**src/rtl/nco_pkg.sv**
```systemverilog
`default_nettype none
// ============================================================================
// nco_pkg : shared types for the multi-channel NCO phase engine
// Rev 1.0
// ============================================================================
package nco_pkg;

  localparam int unsigned NCO_PW = 32;

  typedef enum logic [1:0] {
    CFG_STEP   = 2'd0,
    CFG_OFFSET = 2'd1,
    CFG_DELTA  = 2'd2,
    CFG_LIMIT  = 2'd3
  } cfg_addr_e;

  // Default-width view of one channel's register bank; users with a
  // different phase width declare the same layout at their own width.
  typedef struct packed {
    logic [NCO_PW-1:0] step;
    logic [NCO_PW-1:0] off;
    logic [NCO_PW-1:0] delta;
    logic [NCO_PW-1:0] limit;
  } ch_regs_t;

endpackage
`default_nettype wire

```
**src/rtl/nco_channel.sv**
```systemverilog
`default_nettype none
// ============================================================================
// nco_channel : one double-buffered phase accumulator with linear chirp
// Rev 1.0
// ============================================================================
module nco_channel
  import nco_pkg::*;
#(
  parameter int PW = 32
) (
  input  logic          i_clk,
  input  logic          i_rst,
  input  logic          en_i,
  input  logic          wr_i,
  input  cfg_addr_e     addr_i,
  input  logic [PW-1:0] data_i,
  input  logic          sync_i,
  output logic [PW-1:0] phase_o,
  output logic          wrap_o,
  output logic          chirp_wrap_o
);

  typedef struct packed {
    logic [PW-1:0] step;
    logic [PW-1:0] off;
    logic [PW-1:0] delta;
    logic [PW-1:0] limit;
  } regs_t;

  regs_t         shadow_q, shadow_d;
  regs_t         active_q, active_d;
  logic [PW-1:0] acc_q, acc_d;
  logic [PW-1:0] phase_q, phase_d;
  logic          wrap_q, wrap_d;
  logic          cwrap_q, cwrap_d;

  logic [PW:0]   acc_sum;
  logic [PW:0]   chirp_nxt;
  logic          chirp_on;
  logic          chirp_reload;
  logic          advance;

  always_comb begin
    acc_sum      = {1'b0, acc_q} + {1'b0, active_q.step};
    chirp_nxt    = {1'b0, active_q.step} + {1'b0, active_q.delta};
    chirp_on     = |active_q.delta;
    chirp_reload = chirp_nxt[PW] || (chirp_nxt > {1'b0, active_q.limit});
    advance      = en_i & ~sync_i;

    shadow_d = shadow_q;
    if (wr_i) begin
      case (addr_i)
        CFG_STEP:   shadow_d.step  = data_i;
        CFG_OFFSET: shadow_d.off   = data_i;
        CFG_DELTA:  shadow_d.delta = data_i;
        CFG_LIMIT:  shadow_d.limit = data_i;
      endcase
    end

    active_d = active_q;
    acc_d    = acc_q;
    if (sync_i) begin
      active_d = shadow_q;
      acc_d    = '0;
    end else if (en_i) begin
      acc_d = acc_sum[PW-1:0];
      // Sweep restarts from the programmed start step, not from zero
      if (chirp_on) begin
        active_d.step = chirp_reload ? shadow_q.step : chirp_nxt[PW-1:0];
      end
    end

    phase_d = en_i ? (acc_q + active_q.off) : phase_q;
    wrap_d  = advance & acc_sum[PW];
    cwrap_d = advance & chirp_on & chirp_reload;
  end

  always_ff @(posedge i_clk) begin
    if (!i_rst) begin
      shadow_q <= '0;
      active_q <= '0;
      acc_q    <= '0;
      phase_q  <= '0;
      wrap_q   <= 1'b0;
      cwrap_q  <= 1'b0;
    end else begin
      shadow_q <= shadow_d;
      active_q <= active_d;
      acc_q    <= acc_d;
      phase_q  <= phase_d;
      wrap_q   <= wrap_d;
      cwrap_q  <= cwrap_d;
    end
  end

  assign phase_o      = phase_q;
  assign wrap_o       = wrap_q;
  assign chirp_wrap_o = cwrap_q;

endmodule
`default_nettype wire

```
**src/rtl/nco_phase_engine.sv**
```systemverilog
`default_nettype none
// ============================================================================
// nco_phase_engine : NUM_CH phase accumulators with shared config/sync port
// Rev 1.0
// ============================================================================
module nco_phase_engine
  import nco_pkg::*;
#(
  parameter int PHASE_WORD_WIDTH = 32,
  parameter int NUM_CH           = 4,
  parameter int CH_W             = (NUM_CH > 1) ? $clog2(NUM_CH) : 1
) (
  input  logic                         i_clk,
  input  logic                         i_rst,
  input  logic                         i_en,
  input  logic                         i_cfg_valid,
  output logic                         o_cfg_ready,
  input  logic [CH_W-1:0]              i_cfg_ch,
  input  logic [1:0]                   i_cfg_addr,
  input  logic [PHASE_WORD_WIDTH-1:0]  i_cfg_data,
  input  logic                         i_sync,
  input  logic [NUM_CH-1:0]            i_sync_mask,
  output logic [NUM_CH*PHASE_WORD_WIDTH-1:0] o_phase,
  output logic                         o_phase_valid,
  output logic [NUM_CH-1:0]            o_wrap,
  output logic [NUM_CH-1:0]            o_chirp_wrap
);

  localparam int PW = PHASE_WORD_WIDTH;

  logic      ready_q;
  logic      valid_q;
  logic      wr_accept;
  cfg_addr_e cfg_addr;

  // Blocking writes during sync guarantees sync copies pre-write shadows
  assign o_cfg_ready = ready_q & ~i_sync;
  assign wr_accept   = i_cfg_valid & o_cfg_ready;
  assign cfg_addr    = cfg_addr_e'(i_cfg_addr);

  always_ff @(posedge i_clk) begin
    if (!i_rst) begin
      ready_q <= 1'b0;
      valid_q <= 1'b0;
    end else begin
      ready_q <= 1'b1;
      valid_q <= i_en;
    end
  end

  assign o_phase_valid = valid_q;

  // Writes addressed past the last channel match no instance and vanish
  for (genvar c = 0; c < NUM_CH; c++) begin : g_ch
    logic wr_c;
    assign wr_c = wr_accept && (i_cfg_ch == CH_W'(c));

    nco_channel #(
      .PW (PW)
    ) u_ch (
      .i_clk        (i_clk),
      .i_rst        (i_rst),
      .en_i         (i_en),
      .wr_i         (wr_c),
      .addr_i       (cfg_addr),
      .data_i       (i_cfg_data),
      .sync_i       (i_sync & i_sync_mask[c]),
      .phase_o      (o_phase[c*PW +: PW]),
      .wrap_o       (o_wrap[c]),
      .chirp_wrap_o (o_chirp_wrap[c])
    );
  end

endmodule
`default_nettype wire

```
**config.mk**
```make
export PLATFORM = sky130hd
export DESIGN_NAME = nco_phase_engine
export DESIGN_NICKNAME = d
export VERILOG_FILES = /design/src/rtl/nco_pkg.sv /design/src/rtl/nco_channel.sv /design/src/rtl/nco_phase_engine.sv
export SDC_FILE = /design/constraint.sdc
export NUM_CORES = 2
export LEC_CHECK = 0
export CORE_ASPECT_RATIO = 1.25
export CORE_UTILIZATION = 40
export CTS_CLUSTER_SIZE = 40
export DETAILED_ROUTE_END_ITERATION = 10
export SLEW_MARGIN = 0
export SYNTH_ARGS = -nofsm -noshare
export SYNTH_HDL_FRONTEND = slang
export SYNTH_SLANG_ARGS = --single-unit
```
**constraint.sdc**
```tcl
create_clock -name i_clk -period 6.47 [get_ports i_clk]
set_input_delay 1.6175 -clock i_clk [delete_from_list [all_inputs] [get_ports i_clk]]
set_output_delay 1.6175 -clock i_clk [all_outputs]
set_load 0.005 [all_outputs]
```
Yosys cells after proc, flatten, opt, wreduce, memory -nomap -nowiden --
Cells that the tools add are included.
Storage, ports and cells: register bits 1290, input port bits 45, logic and storage cells 163
Operators by class: $add $sub $neg 12, order comparisons 4, equality and inequality tests 6, muxes and demuxes 17, bitwise logic cells 28, reductions and logical operators 46
Operator list (number):
- $mux W32 | 16
- $add A32 B32 Y33 | 8
- $gt A33 B32 Y1 | 4
- $add A32 B32 Y32 | 4
- $reduce_or A32 Y1 | 4
- $reduce_and A2 Y1 | 20
- $and A1 B1 Y1 | 22
- $reduce_bool A2 Y1 | 8
- $eq A2 B2 Y1 const B | 4
- $reduce_or A2 Y1 | 4
- $not A1 Y1 | 6
- $eq A2 B1 Y1 const B | 2
- $logic_and A1 B1 Y1 | 4
- $logic_not A2 Y1 | 2
- $logic_or A1 B1 Y1 | 4
- $mux W1 | 1

Logic depth before layout (Yosys ltp) --
depth after elaboration 7, depth in mapped cells 26, mapped depth without buffers 24

Hierarchy --
From an unflattened synthesis, not the netlist that was laid out.
Unflattened totals: cells, all modules 8193, area, all modules 67792.5 um2
By module, submodules not included:
- nco_channel at g_ch[0].u_ch | instances 1, cells an instance 2048, area each 17063.9 um2, sequential area each 6446.2 um2
- nco_channel at g_ch[1].u_ch | instances 1, cells an instance 2085, area each 17035.1 um2, sequential area each 6446.2 um2
- nco_channel at g_ch[3].u_ch | instances 1, cells an instance 2062, area each 16878.7 um2, sequential area each 6446.2 um2
- nco_channel at g_ch[2].u_ch | instances 1, cells an instance 1986, area each 16693.5 um2, sequential area each 6446.2 um2
- nco_phase_engine | instances 1, cells an instance 12, area each 121.4 um2, sequential area each 40.0 um2

Worst setup path after synthesis --
OpenSTA, ideal clock, no wires.
path type reg-to-reg, start register g_ch[0].u_ch.active_q[32] in the netlist's numbering, end register g_ch[0].u_ch.active_q[102] in the netlist's numbering, data arrival time 5.192 ns, path slack 1.159 ns, stages on the path, launching flop included 26, clock period less this slack 5.311 ns, path through dfxtp_1 > ha_1 > fa_1 > a21o_1 > a21oi_2 > o21bai_2 > a2111oi_4 > o21bai_1 > a21o_1 > o221ai_1 > o21ai_0 > xor2_1 > ha_1 > a21oi_1 > nor2b_1 > o21ai_0 > nand2_1 > a2111oi_0 > a211oi_1 > a2111oi_2 > nand3_2 > buf_6 > or2_1 > buf_2 > buf_6 > o221a_1
Between the ends: word-level cells in the longest chain between the ends 7
Ends and longest elaborated chain:
- from (decl) | RTL line nco_channel.sv:31 | regs_t active_q, active_d;
- from (signal assigned) | RTL line nco_channel.sv:88 | active_q <= active_d;
- $add A32 B32 Y33 | RTL line nco_channel.sv:45 | chirp_nxt = {1'b0, active_q.step} + {1'b0, active_q.delta};
- $gt A33 B32 Y1 | RTL line nco_channel.sv:47 | chirp_reload = chirp_nxt[PW] || (chirp_nxt > {1'b0, active_q.limit});
- $logic_or A1 B1 Y1 | RTL line nco_channel.sv:47
- $mux W32 | RTL line nco_channel.sv:69 | active_d.step = chirp_reload ? shadow_q.step : chirp_nxt[PW-1:0];
- $mux W32 | RTL line nco_channel.sv:68 | if (chirp_on) begin
- $mux W32 | RTL line nco_channel.sv:65 | end else if (en_i) begin
- $mux W32 | RTL line nco_channel.sv:62 | if (sync_i) begin
Parallel ways exist; a longest one is shown, timed or not. The select of a mux whose other input is x is not followed. A chain may end at the register's enable or synchronous reset.

Worst setup path after layout --
start register g_ch[3].u_ch.active_q[32] in the netlist's numbering, end register g_ch[3].u_ch.active_q[97] in the netlist's numbering
Between the ends: word-level cells in the longest chain between the ends 7
Ends and longest elaborated chain (RTL line):
- from (decl) | nco_channel.sv:31
- from (signal assigned) | nco_channel.sv:88
- $add A32 B32 Y33 | nco_channel.sv:45
- $gt A33 B32 Y1 | nco_channel.sv:47
- $logic_or A1 B1 Y1 | nco_channel.sv:47
- $mux W32 | nco_channel.sv:69
- $mux W32 | nco_channel.sv:68
- $mux W32 | nco_channel.sv:65
- $mux W32 | nco_channel.sv:62
Parallel ways exist; a longest one is shown, timed or not. The select of a mux whose other input is x is not followed.

==> impl_metrics.toml <==
[route]
wl_per_cell_um = 20.5
first_pass_iters = 6
vias = 58262
drtIter0Drc = 4277
drc = 0
wirelength_mm = 218
avgViaCountPerCell = 5.48
ant_nets = 0

[synth]
synth_nets = 8944
synth_area_um2 = 66100
syn_inst = 8379
synth_area_per_cell_um2 = 7.89
synth_top_cell_area_share_pct = 39.1
ys_types = 92
synthFlopType = "dfxtp_1"
synth_seq_area_share_pct = 39.1
yosys-top-cells-count = "2104 x nand2_1, 1290 x dfxtp_1, 1282 x a21oi_1"
yosysMostFrequentCell = "nand2_1"
yosys_warnings = 0
synthTopCellsByArea = "dfxtp_1 39%, nand2_1 12%, a21oi_1 9.7%"
synth-seq-cells = 1290
ys_async_sr_fraction_pct = 0
synth_edf_count = 0
yosys.area.top_type = "dfxtp_1"

[setup_path]
cp.depth = 24
critPathLaunchType = "register"
cp_cell_sequence = "ha_1 > fa_1 > a211oi_2 > o21ai_1 > a31oi_2 > o32ai_1 > a2111oi_1 > buf_4 > or3_1 > nand3b_1 > a31oi_2 > a211oi_1 > xor2_1 > ha_1 > a211oi_1 > o21ai_0 > a2111oi_1 > a21oi_1 > a2111oi_2 > o21ai_1 > nand2b_2 > buf_12 > mux2i_1 > o21ai_0"
critical_path_peak_fanout = 24
ff2ff_path_depth = 24
cp.required_ns = 7.10
cp_slowest_cell = "fa_1"
critPathTopFamily = "compound AO/OA/AOI/OAI gates"
crit_buf_inv = 2
path_class = "reg -> reg"
end_kind = "register"
max_stage_delay_ns = 0.45
arrival_ns = 6.56

[min_path]
worstHoldPathCells = 2
hold_path.class = "reg -> reg"

[floorplanning]
initial_core_util_pct = 40.3
io_pins = 183
num_rows = 166
core_area_um2 = 164000
die_y_um = 456
die_area_um2 = 167000
fp.dieW_um = 366

[placement]
gp_congestion = 0.910
portBuffers = 182
place_hpwl_mm = 151

[outcome]
status = "finished, final reports clean"

[clock_tree]
clock_sinks = 1290
ctsResizeCount = 0
clk-insertion-delay-late_ns = 0.81
cts_buffer_depth = 3
numCtsBuffers = 140
clkTransAtPathRegs_ns = 0.06
cts_hold_buffers = 0
post-cts-setup-buffers = 0
root_buffer = "clkbuf_16"
cts_tree = "done"
htreeDepth = 4

[sta]
tightest_slew_ns = 1.03
slew_viol_final = 0
maxSlewHeadroom_pct = 31.3
fmax_mhz = 169
finalSetupTns_ns = 0
final-setup-viol-count = 0
rsz0062_at_grt = "false"
period_minus_slack_ns = 5.93
period_share_pct = 91.7
hold_violations = 0
skew_ns = 0.0308
whs_ns = 0.428

[final_layout]
drive_above_1_share_pct = 5.07
fillerInstances = 16158
fin_nets = 8894
area_delta_synth_final_pct = 12.9

[global_routing]
track_usage_pct = 25.7
antenna_found_initial = 10
grt_pass1_wl_mm = 332
grt_max_degree = 220
grt_pass1_vias = 55374
grt_overflow = 0

[flow_run]
cap_violations = 0

[power]
total_power_w = 0.0177
vdd_drop_max_mv = 0.266
p_leak_nw = 29.6
p_per_area_nw_per_um2 = 238
cells by family after synthesis:
logic type                 after synthesis  synth area share [%]
AOI/OAI and AO/OA                     2269                  20.3
buffers and inverters                  716                  4.18
xor gates and xnor gates               296                  3.92
adders and majority gates              520                  9.98
muxes                                  230                  3.49
DFF                                   1290                  39.1
and+or+nand+nor                       3058                  19.1
state kept, by name, indices dropped and copies added, names as in the netlist:
name and count:
ready_q 1, g_ch.u_ch.chirp_wrap_o 4, o_phase_valid 1, g_ch.u_ch.acc_q 128
g_ch.u_ch.wrap_o 4, g_ch.u_ch.phase_o 128, g_ch.u_ch.active_q 512, g_ch.u_ch.shadow_q 512
final timing paths:
| check | slack, ns | from | endpoint |
|---|---|---|---|
| worst min-delay path | 0.43 | g_ch[1].u_ch.shadow_q[44] | g_ch[1].u_ch.active_q[44] |
| worst min register to register | 0.43 | g_ch[1].u_ch.shadow_q[44] | g_ch[1].u_ch.active_q[44] |
| worst max register to register | 0.54 | g_ch[3].u_ch.active_q[32] | g_ch[3].u_ch.active_q[97] |
| worst max-delay path | 0.54 | g_ch[3].u_ch.active_q[32] | g_ch[3].u_ch.active_q[97] |
final cells by class:
class                      instances  area [µm²]  area share, %
timing repair buffer             293        2680           3.60
clock inverter                    54         728          0.976
multi-input combinational       6373       37600           50.4
sequential                      1290       25800           34.6
antenna                            1        2.50        0.00335
clock buffer                     199        4120           5.52
tap                             2184        2730           3.66
inverter                         231         880           1.18
per-stage QoR:
| step | cell area (µm²) | instances | util (%) | worst slack [ns] |
|---|---|---|---|---|
| 5_1_grt | 74600 | 10625 | 45.5 | 0.00949 |
| 4_1_cts | 74600 | 10624 | 45.5 | 0.283 |
| 3_5_place_dp | 69700 | 10371 | 42.5 | 0.348 |
| 6_report | 74600 | 10625 | 45.5 | 0.536 |
| 3_3_place_gp | 69700 | 10371 | 42.5 | 0.292 |
| 2_1_floorplan | 66100 | 8379 | - | 1.16 |
worst min-delay path, delay by kind of cell, from the launching register on:
| family | cells | cell delay [ns] |
|---|---|---|
| flip-flops | 1 | 0.31 |
| AND/OR/NAND/NOR | 1 | 0.05 |
| AO/OA/AOI/OAI | 1 | 0.05 |
per-layer routing:
metal | up-vias | track usage, % | wire length [µm] | share of wire (%)
li1 | 28720 | - | - | -
met1 | 27772 | 32.8 | 95300 | 44
met2 | 1409 | 43.4 | 104000 | 47
met3 | 353 | 3.56 | 10600 | 4.9
met4 | 8 | 10.1 | 8690 | 4.0
met5 | - | 0 | 53 | 0.024
placed cells by master (no fill, tap or decap), types with 58 or more instances in the layout:
master           count
clkbuf_16          144
mux2i_1            229
xor2_1              99
a211oi_1            64
ha_1               508
a21oi_1           1282
inv_1              228
buf_4              106
o21a_1              69
nor2b_1             58
a21o_1             223
nand4_1             75
nor3_1              64
nor2_1             442
xnor2_1            197
clkdlybuf4s50_1    173
dfxtp_1           1290
nand3_1             86
o21ai_0            266
nand2_1           2099
power breakdown:
part           internal, W  total [W]  switching, W
clock              0.00495    0.00845       0.00350
combinational     0.000347    0.00121      0.000864
sequential         0.00800    0.00806     0.0000615
No activity file was read; power rests on OpenSTA's default activity.
